### src/rtl/hazard_ctrl.sv
// Pipeline sequencing controller: stall, flush and bubble controls for the 5-stage core.
// Optional feature: define HAZARD_STALL_CNT_EN to add the stall_cnt performance counter.
module hazard_ctrl #(
  parameter int unsigned MEM_TIMEOUT = 15
) (
  input  logic       clk,
  input  logic       reset,
  input  logic [4:0] id_rs,
  input  logic [4:0] id_rt,
  input  logic       id_uses_rt,
  input  logic       ex_MemRead,
  input  logic [4:0] ex_rt,
  input  logic       ex_branch_taken,
  input  logic       mem_access,
  input  logic       mem_ready,
  output logic       PCWrite,
  output logic       IFID_Write,
  output logic       IFID_Flush,
  output logic       IDEX_Write,
  output logic       IDEX_Flush,
  output logic       EXMEM_Write,
  output logic       MEMWB_Bubble,
  output logic [1:0] state,
  output logic       mem_error
`ifdef HAZARD_STALL_CNT_EN
  ,
  output logic [15:0] stall_cnt
`endif
);

  localparam int unsigned CNT_W = 8;

  typedef enum logic [1:0] {
    RUN        = 2'd0,
    LOAD_STALL = 2'd1,
    MEM_WAIT   = 2'd2
  } state_t;

  state_t             state_q, state_d;
  logic [CNT_W-1:0]   cnt_q, cnt_d;
  logic               err_set;
  logic               load_use;
  logic               mem_hold;
  logic               wd_expire;
  logic               cnt_below;

  assign state     = state_q;
  assign cnt_below = (cnt_q < CNT_W'(MEM_TIMEOUT));
  assign load_use  = ex_MemRead && (ex_rt != 5'd0) &&
                     ((ex_rt == id_rs) || (id_uses_rt && (ex_rt == id_rt)));

  // State, watchdog counter and sticky error flag.
  always_ff @(posedge clk or negedge reset) begin
    if (!reset) begin
      state_q   <= RUN;
      cnt_q     <= '0;
      mem_error <= 1'b0;
    end else begin
      state_q   <= state_d;
      cnt_q     <= cnt_d;
      if (err_set) mem_error <= 1'b1;
    end
  end

  // Next state and pipeline controls; memory wait outranks branch, branch outranks load-use.
  always_comb begin
    PCWrite      = 1'b1;
    IFID_Write   = 1'b1;
    IFID_Flush   = 1'b0;
    IDEX_Write   = 1'b1;
    IDEX_Flush   = 1'b0;
    EXMEM_Write  = 1'b1;
    MEMWB_Bubble = 1'b0;
    state_d      = RUN;
    cnt_d        = '0;
    err_set      = 1'b0;
    mem_hold     = 1'b0;
    wd_expire    = 1'b0;

    // Frozen stages during MEM_WAIT: only ready or the watchdog end the wait.
    if (state_q == MEM_WAIT) begin
      mem_hold  = !mem_ready && cnt_below;
      wd_expire = !mem_ready && !cnt_below;
    end else begin
      mem_hold  = mem_access && !mem_ready;
    end

    if (mem_hold) begin
      PCWrite      = 1'b0;
      IFID_Write   = 1'b0;
      IDEX_Write   = 1'b0;
      EXMEM_Write  = 1'b0;
      MEMWB_Bubble = 1'b1;
      state_d      = MEM_WAIT;
      cnt_d        = (state_q == MEM_WAIT) ? cnt_q + CNT_W'(1) : CNT_W'(1);
    end else if (ex_branch_taken) begin
      IFID_Flush   = 1'b1;
      IDEX_Flush   = 1'b1;
      state_d      = RUN;
    end else if (load_use) begin
      PCWrite      = 1'b0;
      IFID_Write   = 1'b0;
      IDEX_Flush   = 1'b1;
      state_d      = LOAD_STALL;
    end

    // A timed-out access must not write back.
    if (wd_expire) begin
      MEMWB_Bubble = 1'b1;
      err_set      = 1'b1;
    end

    if (!reset) begin
      PCWrite      = 1'b0;
      IFID_Write   = 1'b0;
      IFID_Flush   = 1'b0;
      IDEX_Write   = 1'b0;
      IDEX_Flush   = 1'b0;
      EXMEM_Write  = 1'b0;
      MEMWB_Bubble = 1'b1;
    end
  end

`ifdef HAZARD_STALL_CNT_EN
  // Saturating count of cycles with the PC held.
  always_ff @(posedge clk or negedge reset) begin
    if (!reset) begin
      stall_cnt <= '0;
    end else if (!PCWrite && (stall_cnt != 16'hFFFF)) begin
      stall_cnt <= stall_cnt + 16'd1;
    end
  end
`endif

endmodule

### config.mk
export PLATFORM = sky130hd
export DESIGN_NAME = hazard_ctrl
export DESIGN_NICKNAME = d
export VERILOG_FILES = /design/src/rtl/hazard_ctrl.sv
export SDC_FILE = /design/constraint.sdc
export NUM_CORES = 1
export LEC_CHECK = 0
export CORE_UTILIZATION = 40
export CTS_BUF_LIST = sky130_fd_sc_hd__clkbuf_8
export DETAILED_ROUTE_END_ITERATION = 10
export PLACE_DENSITY = 0.81
export SLEW_MARGIN = 10
export SYNTH_ARGS = -nofsm -noshare
export SYNTH_HDL_FRONTEND = slang
export SYNTH_SLANG_ARGS = --single-unit
export TNS_END_PERCENT = 20
### constraint.sdc
create_clock -name clk -period 2.25 [get_ports clk]
set_input_delay 0.5625 -clock clk [delete_from_list [all_inputs] [get_ports clk]]
set_output_delay 0.5625 -clock clk [all_outputs]
set_load 0.01 [all_outputs]
==> run metrics <==
antenna diode count 0; Rows 13; Hold WC Path Type primary input to asynchronous set/reset pin; end point of the critical path PCWrite; final setup margin -74.3 ps; final setup vio count 2; routed len/inst between 10 and 15 um; TritonCTS buffer count 3; CP peak stage delay approximately 280 ps; clock sink total 11; synth unique cells 27; fraction of the yosys area taken by sequential cells 0.444; Final Wtd Congestion 0.652; Synth Register Bits 11; Syn Area/Cell about 10 um2; Max Transition Viols Final 0; Initial DRC Count 5; CP Launch Type primary input; VDD IR max about 0.40 mV; dpl cells between 100 and 150; Die Y 41.4 um; Die ar. between 1500 and 2000 um2; PwrDens around 470 nW/um2; Yosys Warn Count 0; Initial Util 0.453; min cycle time layout 2320 ps; commonest non-fill, non-tap cell in the layout buf_4; Total Routed Length 1.75 mm; CTS Root Cell clkbuf_8; Cell Area, Synth slightly above 600 um2; WS Path Type primary input to output port; gr ovfl total 0; Pwr Total 541 uW; Clk Latency, worst-skew pair between 200 and 250 ps; fin area 1160 um2; Setup crit end kind output port; IO Count 32; clk_skew about 0.51 ps; Max Fclk 0.430 GHz; setup repair after global routing missed its margin yes; first-pass GRT wire length between 2 and 3 mm; Longest Clk Path Bufs 2; all-layer global routing usage 0.244; Worst EP required between 1500 and 2000 ps; Crit path max-delay family buffers and inverters; via count approximately 660; R2R setup slack about 770 ps; initial antenna violation count 0; Pre-antenna DRT Iters 4; violated checks negative setup slack; core area about 1400 um2; Placed Area around 1100 um2; crit path max-delay cell type dlygate4sd2_1; TritonCTS clock tree yes; part of the cycle the worst path needs 1.03; final non-filler cell total between 100 and 150; Syn Inst Count between 60 and 70; most frequent cells in the layout buf_4 (21), dfrtp_1 (11), xor2_1 (10); Bufs and invs on worst path 3; vias per cell 4.94; Reg2Reg Depth 5; vias in the first global route about 640; result of the run finished, violations left; pre-CTS WS -904 ps; worst reg2reg path endpoint cnt_q[0]; crit-path max FO 3; worst r2r src cnt_q[7]; Layout Nets ~140; crit path launch ex_rt[0]; Max Cap Viol 0; post-route ant nets 0; Static Leak 0.000598 uW; clock transition at the registers of the reported paths 50 ps; Chip Width slightly above 40 um; share of cells above drive strength 1 0.395; Final HPWL DP approximately 1.3 mm; final count of hold timing violations 0; largest net degree at the start of global routing 13; WP data arrival ~1800 ps; CP cell instances dlygate4sd2_1 > xor2_1 > nor3_1 > a32oi_1 > buf_4 > o21ba_4 > buf_6; WP depth 7; DRC Markers 0; H-tree Lvls 1; IO buf count 31; area grow syn2layout 86.9%
-- how the worst min path moves through the flow --
stage,slack [ps],endpoint,depth (start not counted),start
2_1_floorplan,270,cnt_q[0],0,reset
3_3_place_gp,440,mem_error,1,mem_error
3_5_place_dp,460,mem_error,1,mem_error
4_1_cts,400,mem_error,2,reset
5_1_grt,420,mem_error,2,reset
6_report,400,mem_error,2,reset
-- cells in the mapped netlist --
library cell | number | area (um2)
dfrtp_1 | 11 | 275
xor2_1 | 10 | 87.6
inv_1 | 5 | 18.8
nand3_1 | 5 | 25.0
nor2_1 | 5 | 18.8
buf_4 | 2 | 15.0
nand2_1 | 2 | 7.51
nor3_1 | 2 | 10.0
xnor2_1 | 2 | 17.5
a21boi_0 | 1 | 7.51
a21o_1 | 1 | 7.51
a21oi_2 | 1 | 8.76
a32oi_1 | 1 | 8.76
conb_1 | 1 | 3.75
ha_1 | 1 | 12.5
nand2b_1 | 1 | 6.26
nor2b_1 | 1 | 6.26
nor3b_1 | 1 | 7.51
nor4_1 | 1 | 6.26
nor4_2 | 1 | 12.5
o21ai_0 | 1 | 5.00
o21ai_2 | 1 | 8.76
o21ba_2 | 1 | 10.0
o31a_1 | 1 | 8.76
o31ai_1 | 1 | 7.51
or2b_2 | 1 | 8.76
or4_1 | 1 | 7.51
-- worst reg2reg max path: cells and delay by family, from the launching register on --
kind,cells,cell delay (ps)
simple gates,2,420
flops,1,380
compound gates,2,420
buf+inv,1,170
-- cell type report --
type | instances | area [um2]
flip-flops and latches | 11 | 275
inverters | 5 | 18.8
well taps | 15 | 18.8
multi-input cells | 47 | 359
repair buffers | 52 | 439
clock inverters | 1 | 5.00
clock buffers | 3 | 41.3
fillers | 81 | 209
-- metrics by stage --
stage	util	setup TNS, ps	hold WS [ps]
after floorplan	-	0	267
after global placement	0.796	-4130	441
after detailed placement	0.796	-4420	455
after CTS	0.833	-466	404
after global routing	0.847	-313	422
final	0.847	-148	404
-- kinds of logic (layout without fill, tap and decap cells) --
| kind of cell | after synthesis | count (layout) | synth area share |
|---|---|---|---|
| xor+xnor | 12 | 12 | 0.170 |
| flops | 11 | 11 | 0.444 |
| compound gates | 9 | 9 | 0.117 |
| fa+ha+maj | 1 | 1 | 0.0202 |
| buf+inv | 7 | 61 | 0.0545 |
| simple gates | 21 | 21 | 0.188 |
| other cells | 1 | 4 | 0.00605 |
-- power by group --
group | internal [uW] | total, uW | leakage, uW | switching (uW)
combinational | 77.9 | 133 | 0.000435 | 55.2
clock | 122 | 199 | 0.0000255 | 77.6
sequential | 204 | 208 | 0.000138 | 3.48
total | 404 | 541 | 0.000598 | 136
-- what timing repair did --
item	CTS	global route
resized for setup	54	20
endpoints found under the setup margin	7	4
hold buffers	0	0
hold endpoints to repair	0	0
pin swaps	10	15
buffers inserted	2	0
-- metal layers --
layer	GRT usage	vias up	share of wire
li1	-	316	-
met1	0.232	310	0.37
met2	0.492	32	0.56
met3	0.0532	4	0.060
met4	0.0968	0	0.013
met5	0	-	0
-- registers in the layout, summed over array words and instances, names as in the netlist --
| register | cells |
|---|---|
| state | 2 |
| cnt_q | 8 |
| mem_error | 1 |
Note: power is estimated with default switching activity, not from simulation.
